### config.mk
export PLATFORM = sky130hd
export DESIGN_NAME = can_arbitration_decoder
export DESIGN_NICKNAME = d
export VERILOG_FILES = /design/src/rtl/can_pkg.sv /design/src/rtl/can_bus_integrator.sv /design/src/rtl/can_arbitration_decoder.sv
export SDC_FILE = /design/constraint.sdc
export NUM_CORES = 1
export LEC_CHECK = 0
export ABC_AREA = 0
export CORE_MARGIN = 1
export CORE_UTILIZATION = 50
export DETAILED_ROUTE_END_ITERATION = 16
export MAX_ROUTING_LAYER = met4
export PLACE_DENSITY_LB_ADDON = 0.2
export SKIP_LAST_GASP = 1
export SLEW_MARGIN = 20
export SYNTH_ARGS = -nofsm -noshare
export SYNTH_HDL_FRONTEND = slang
export SYNTH_SLANG_ARGS = --single-unit
### constraint.sdc
create_clock -name clk -period 1.86 [get_ports clk]
set_input_delay 0.465 -clock clk [delete_from_list [all_inputs] [get_ports clk]]
set_output_delay 0.465 -clock clk [all_outputs]
set_load 0.02 [all_outputs]
### src/rtl/can_pkg.sv
// Shared types and constants for the CAN arbitration-field receive path.
package can_pkg;

    typedef enum logic [3:0] {
        INTEG, IDLE, BASE, BIT12, IDEB, EXT, RTRX, DONE, WAIT_EOF
    } arb_state_t;

    localparam int CAN_BASE_W    = 11;
    localparam int CAN_EXT_W     = 18;
    localparam int CAN_ID_W      = 29;
    localparam int CAN_IDLE_BITS = 11;

    // Acceptance test: mask bit 1 means the ID bit is don't-care.
    function automatic logic id_match(input logic [CAN_ID_W-1:0] id,
                                      input logic [CAN_ID_W-1:0] code,
                                      input logic [CAN_ID_W-1:0] mask);
        return &(~(id ^ code) | mask);
    endfunction

endpackage

### src/rtl/can_bus_integrator.sv
// Counts consecutive recessive sample points; bus_idle once IDLE_BITS are seen.
module can_bus_integrator
    import can_pkg::*;
#(
    parameter int IDLE_BITS = CAN_IDLE_BITS
) (
    input  logic clk,
    input  logic reset,
    input  logic sp,
    input  logic rx_bit,
    input  logic enable,
    output logic bus_idle
);

    localparam int CW = $clog2(IDLE_BITS + 1);
    localparam logic [CW-1:0] FULL = CW'(IDLE_BITS);

    logic [CW-1:0] cnt_q, cnt_d;

    // Held at zero outside integration so each return starts a fresh run.
    always_comb begin
        cnt_d = cnt_q;
        if (!enable) begin
            cnt_d = '0;
        end else if (sp) begin
            if (!rx_bit)           cnt_d = '0;
            else if (cnt_q != FULL) cnt_d = cnt_q + 1'b1;
        end
    end

    always_ff @(posedge clk or posedge reset) begin
        if (reset) cnt_q <= '0;
        else       cnt_q <= cnt_d;
    end

    assign bus_idle = (cnt_q == FULL);

endmodule

### src/rtl/can_arbitration_decoder.sv
// CAN arbitration-field decoder: SOF detect, ID/IDE/RTR capture, identifier load flag.
// Optional acceptance filter enabled by defining CAN_ACC_FILTER_EN.
module can_arbitration_decoder
    import can_pkg::*;
#(
    parameter int IDLE_BITS = CAN_IDLE_BITS,
    parameter int BASE_W    = CAN_BASE_W,
    parameter int EXT_W     = CAN_EXT_W
) (
    input  logic              clk,
    input  logic              reset,
    input  logic              sp,
    input  logic              rx_bit,
    input  logic              stuff_bit,
    input  logic              frame_end,
    input  logic              abort,
`ifdef CAN_ACC_FILTER_EN
    input  logic [28:0]       acc_code,
    input  logic [28:0]       acc_mask,
    output logic              accept,
`endif
    output logic [BASE_W-1:0] idf,
    output logic [EXT_W-1:0]  idf_ex,
    output logic              ide,
    output logic              rtr,
    output logic              f_idf,
    output logic              arb_done,
    output logic              busy
);

    localparam int CNT_W = $clog2(((BASE_W > EXT_W) ? BASE_W : EXT_W) + 1);
    localparam logic [CNT_W-1:0] BASE_LAST = CNT_W'(BASE_W - 1);
    localparam logic [CNT_W-1:0] EXT_LAST  = CNT_W'(EXT_W - 1);

    arb_state_t        state_q, state_d;
    logic [BASE_W-1:0] idf_q, idf_d;
    logic [EXT_W-1:0]  idf_ex_q, idf_ex_d;
    logic [CNT_W-1:0]  bit_cnt_q, bit_cnt_d;
    logic              ide_q, ide_d, rtr_q, rtr_d, tmp12_q, tmp12_d;
    logic              f_idf_q, f_idf_d, arb_done_q, arb_done_d, busy_q, busy_d;
    logic              bus_idle, bit_ev, done_ev;
`ifdef CAN_ACC_FILTER_EN
    logic              accept_q, accept_d;
`endif

    assign bit_ev = sp && !stuff_bit;

    can_bus_integrator #(.IDLE_BITS(IDLE_BITS)) u_integ (
        .clk     (clk),
        .reset   (reset),
        .sp      (sp),
        .rx_bit  (rx_bit),
        .enable  (state_q == INTEG),
        .bus_idle(bus_idle)
    );

    always_comb begin
        state_d    = state_q;
        idf_d      = idf_q;
        idf_ex_d   = idf_ex_q;
        bit_cnt_d  = bit_cnt_q;
        ide_d      = ide_q;
        rtr_d      = rtr_q;
        tmp12_d    = tmp12_q;
        f_idf_d    = f_idf_q;
        busy_d     = busy_q;
        arb_done_d = 1'b0;
        done_ev    = 1'b0;
`ifdef CAN_ACC_FILTER_EN
        accept_d   = accept_q;
`endif
        // Load flag is released by the first sample point after it dropped.
        if (!f_idf_q && sp) f_idf_d = 1'b1;

        if (abort && state_q != INTEG) begin
            state_d = INTEG;
            busy_d  = 1'b0;
            f_idf_d = 1'b1;
`ifdef CAN_ACC_FILTER_EN
            accept_d = 1'b0;
`endif
        end else begin
            case (state_q)
                INTEG: if (bus_idle) state_d = IDLE;
                IDLE: if (bit_ev && !rx_bit) begin
                    idf_d     = '0;
                    idf_ex_d  = '0;
                    bit_cnt_d = '0;
                    busy_d    = 1'b1;
                    state_d   = BASE;
`ifdef CAN_ACC_FILTER_EN
                    accept_d  = 1'b0;
`endif
                end
                BASE: if (bit_ev) begin
                    idf_d = {idf_q[BASE_W-2:0], rx_bit};
                    if (bit_cnt_q == BASE_LAST) begin
                        bit_cnt_d = '0;
                        state_d   = BIT12;
                    end else begin
                        bit_cnt_d = bit_cnt_q + 1'b1;
                    end
                end
                BIT12: if (bit_ev) begin
                    tmp12_d = rx_bit;
                    state_d = IDEB;
                end
                IDEB: if (bit_ev) begin
                    ide_d = rx_bit;
                    if (!rx_bit) begin
                        rtr_d    = tmp12_q;
                        idf_ex_d = '0;
                        done_ev  = 1'b1;
                    end else begin
                        state_d = EXT;
                    end
                end
                EXT: if (bit_ev) begin
                    idf_ex_d = {idf_ex_q[EXT_W-2:0], rx_bit};
                    if (bit_cnt_q == EXT_LAST) begin
                        bit_cnt_d = '0;
                        state_d   = RTRX;
                    end else begin
                        bit_cnt_d = bit_cnt_q + 1'b1;
                    end
                end
                RTRX: if (bit_ev) begin
                    rtr_d   = rx_bit;
                    done_ev = 1'b1;
                end
                DONE: state_d = WAIT_EOF;
                WAIT_EOF: if (frame_end) begin
                    state_d = INTEG;
                    busy_d  = 1'b0;
                end
                default: state_d = INTEG;
            endcase

            // Outputs are registered on entry so arb_done is high during DONE.
            if (done_ev) begin
                state_d    = DONE;
                arb_done_d = 1'b1;
`ifdef CAN_ACC_FILTER_EN
                accept_d   = id_match(CAN_ID_W'({idf_q, idf_ex_d}), acc_code, acc_mask);
                f_idf_d    = !accept_d;
`else
                f_idf_d    = 1'b0;
`endif
            end
        end
    end

    always_ff @(posedge clk or posedge reset) begin
        if (reset) begin
            state_q    <= INTEG;
            idf_q      <= '0;
            idf_ex_q   <= '0;
            bit_cnt_q  <= '0;
            ide_q      <= 1'b0;
            rtr_q      <= 1'b0;
            tmp12_q    <= 1'b0;
            f_idf_q    <= 1'b1;
            arb_done_q <= 1'b0;
            busy_q     <= 1'b0;
`ifdef CAN_ACC_FILTER_EN
            accept_q   <= 1'b0;
`endif
        end else begin
            state_q    <= state_d;
            idf_q      <= idf_d;
            idf_ex_q   <= idf_ex_d;
            bit_cnt_q  <= bit_cnt_d;
            ide_q      <= ide_d;
            rtr_q      <= rtr_d;
            tmp12_q    <= tmp12_d;
            f_idf_q    <= f_idf_d;
            arb_done_q <= arb_done_d;
            busy_q     <= busy_d;
`ifdef CAN_ACC_FILTER_EN
            accept_q   <= accept_d;
`endif
        end
    end

    assign idf      = idf_q;
    assign idf_ex   = idf_ex_q;
    assign ide      = ide_q;
    assign rtr      = rtr_q;
    assign f_idf    = f_idf_q;
    assign arb_done = arb_done_q;
    assign busy     = busy_q;
`ifdef CAN_ACC_FILTER_EN
    assign accept   = accept_q;
`endif

endmodule

==> flow_summary.yaml <==
status:
  status: "complete, no violations"
die:
  floorplan.rows: 24
  die_w_um: 71.7
  ioPinCount: 41
  initial_utilization: 0.539
  die_y_um: 71.7
  core_area_sq_um: 4500
  die_area_sq_um: 5140
timing:
  min_period_over_period: 0.967
  clock.fmax_mhz: 556
  fin_skew_ns: 0.00432
  rsz0062_at_grt: "no"
  hold_violations: 0
  setup_viol: 0
  finalMaxSlewViolations: 0
  slew_headroom: 0.750
  fin_hold_ws_ns: 0.459
  max_slew.worst_pin.slew_ns: 0.374
  period_minus_slack_ns: 1.80
critical_path:
  max_stage_delay_ns: 0.53
  path_buf_inv: 0
  endpoint_kind: "flip-flop"
  cp.required_ns: 2.04
  cp.arrival_ns: 1.98
  crit_chain: "nor4b_2 -> o21ai_1 -> o2111a_1 -> and4_1 -> o32a_1"
  path_delay_family: "compound AO/OA/AOI/OAI gates"
  critPathSlowestCell: "dfrtp_2"
  crit_fanout: 15
  start_kind: "flip-flop"
  critPathKind: "flip-flop to flip-flop"
final_layout:
  fin_area_sq_um: 3210
  final_common_cell: "nand2_1"
  fin_util: 0.712
  nets: 340
  drive_gt1_frac: 0.167
  final_cell_mix: "nand2_1, dfrtp_1, clkdlybuf4s50_1, o21ai_1, buf_4"
  syn_to_final_growth_pct: 32.2
  instances_no_fill: 382
  antennaDiodeCount: 0
synth:
  yosysWarningCount: 0
  synthArstFlopShare: 1.00
  yosysUniqueCellTypes: 51
  synth_edf_count: 0
  synth_area_leaders: "dfrtp_1, nand2_1, o21ai_1"
  synth_top_area_share: 0.485
  synth_ff_type: "dfrtp_1"
  synth_cells: 269
  syn_nets: 280
  yosysTopAreaCell: "dfrtp_1"
  syn_area_per_cell_sq_um: 9.02
  syn_area_sq_um: 2430
  ys_ff_latch: 48
  synth-seq-area-share: 0.495
global_routing:
  grt_max_degree: 34
  grt_pass1_vias: 1869
  grt_overflow: 0
  grt_pass1_wl_mm: 8.31
  grt_use_total: 0.209
  antenna_found_initial: 0
detailed_routing:
  vias: 2046
  ant_nets: 0
  avgViaCountPerCell: 5.36
  initialDrtViolationCount: 127
  wl_mm: 4.88
  wire_per_inst_um: 12.8
  drc: 0
  drt_first_pass_iters: 5
clocking:
  clkTransAtPathRegs_ns: 0.09
  clkLatencyLatePin_ns: 0.29
  hold_buffers: 0
  root_buffer: "clkbuf_8"
  clockBufferDepth: 2
  cts.sinks: 48
  cts_setup_buffers: 0
  ctsHtreeMaxLevel: 2
  cts-buffers-inserted: 5
  tritoncts: "yes"
power:
  p_comb_frac: 0.334
  switchingPower_uw: 990
  internal_power_uw: 2080
  peakVddDrop_v: 0.000663
  power_density_nw_per_um2: 957
  swShare: 0.323
  clkPwrFrac: 0.257
  pwr-share-seq: 0.409
  p_leak_uw: 0.00136
placement:
  io_buffers: 40
  dp_hpwl_mm: 3.64
  place.gp.congestion: 0.849
  placed_cell_area_sq_um: 3070
  dp.cells: 374
min_path:
  min_path_type: "primary input to asynchronous set/reset pin"
flow_run:
  cap_viol_max_count: 0
[metal layers]
metal  vias up  share of wire  global-route usage
li1       1053              -                   -
met5         -              0                   -
met2        45           0.47               0.340
met4         0         0.0064              0.0697
met3         4          0.031              0.0295
met1       944           0.50               0.271
[synth_stat cells (2+ instances only)]
cell       n
a21oi_1   10
a22o_1     3
a22oi_1    2
and3_1     2
buf_2      7
buf_4      2
clkbuf_1   7
dfrtp_1   47
ha_1       4
inv_1      5
nand2_1   66
nand2b_1   3
nand3_1    3
nand3b_1   2
nor2_1    15
nor2_2     2
nor2b_1    8
nor3_1     4
nor4_1     2
nor4b_2    2
o2111a_1   2
o21ai_0    8
o21ai_1   33
o31ai_1    2
o32a_1     2
[sequential cells by signal, summed over array words and instances, names as in the netlist, 4 cells and up]
| signal | flops |
|---|---|
| idf_ex | 18 |
| bit_cnt_q | 5 |
| state_q | 4 |
| idf | 11 |
| u_integ.cnt_q | 4 |
[path summary, 6_finish.rpt]
| kind | startpoint | to | slack, ns | depth (start not counted) |
|---|---|---|---|---|
| setup reg to reg | state_q[2] | state_q[0] | 0.06 | 5 |
| hold / removal | reset | idf[10] | 0.46 | 2 |
| max in group asynchronous | reset | u_integ.cnt_q[3] | 0.91 | 3 |
| hold reg to reg | idf[10] | idf[10] | 0.49 | 2 |
| setup / recovery | state_q[2] | state_q[0] | 0.06 | 5 |
| min in group clk | idf[10] | idf[10] | 0.49 | 2 |
[cells by family after synthesis]
group | synth area share
buffers and inverters | 0.0454
flip-flops | 0.495
AND/OR/NAND/NOR | 0.241
adder cells (fa/ha/maj) | 0.0247
AO/OA/AOI/OAI | 0.184
multiplexers | 0.00928
[timing repair]
item / CTS / global route
endpoints found under the hold margin: 0 / 0
setup endpoints to repair: 5 / 8
gates resized for setup: 3 / 4
gates cloned: 0 / 0
[per-stage QoR]
stage                     worst slack (ns)  power (uW)  setup TNS (ns)
after floorplan                      0.159        1920               0
after global placement              -0.250        2270           -5.14
after detailed placement            -0.296        2290           -5.86
after CTS                           0.0116        3080               0
after global routing                0.0114        3250               0
final                               0.0610        3070               0
[power by group through the flow]
stage	clock network, uW	logic (uW)	registers, uW
3_3_place_gp	0	1000	1260
3_5_place_dp	0	1020	1270
6_report	790	1030	1250
2_1_floorplan	0	671	1250
4_1_cts	806	1020	1250
5_1_grt	848	1140	1270
[area by class of cell]
cell class | instances | area [sq um]
Timing Repair Buffer | 71 | 672
Tap cell | 52 | 65.1
Inverter | 5 | 18.8
Clock buffer | 6 | 82.6
Clock inverter | 2 | 38.8
Fill cell | 349 | 1300
Multi-Input combinational cell | 198 | 1120
Sequential cell | 48 | 1210
No activity file was read; power rests on OpenSTA's default activity.
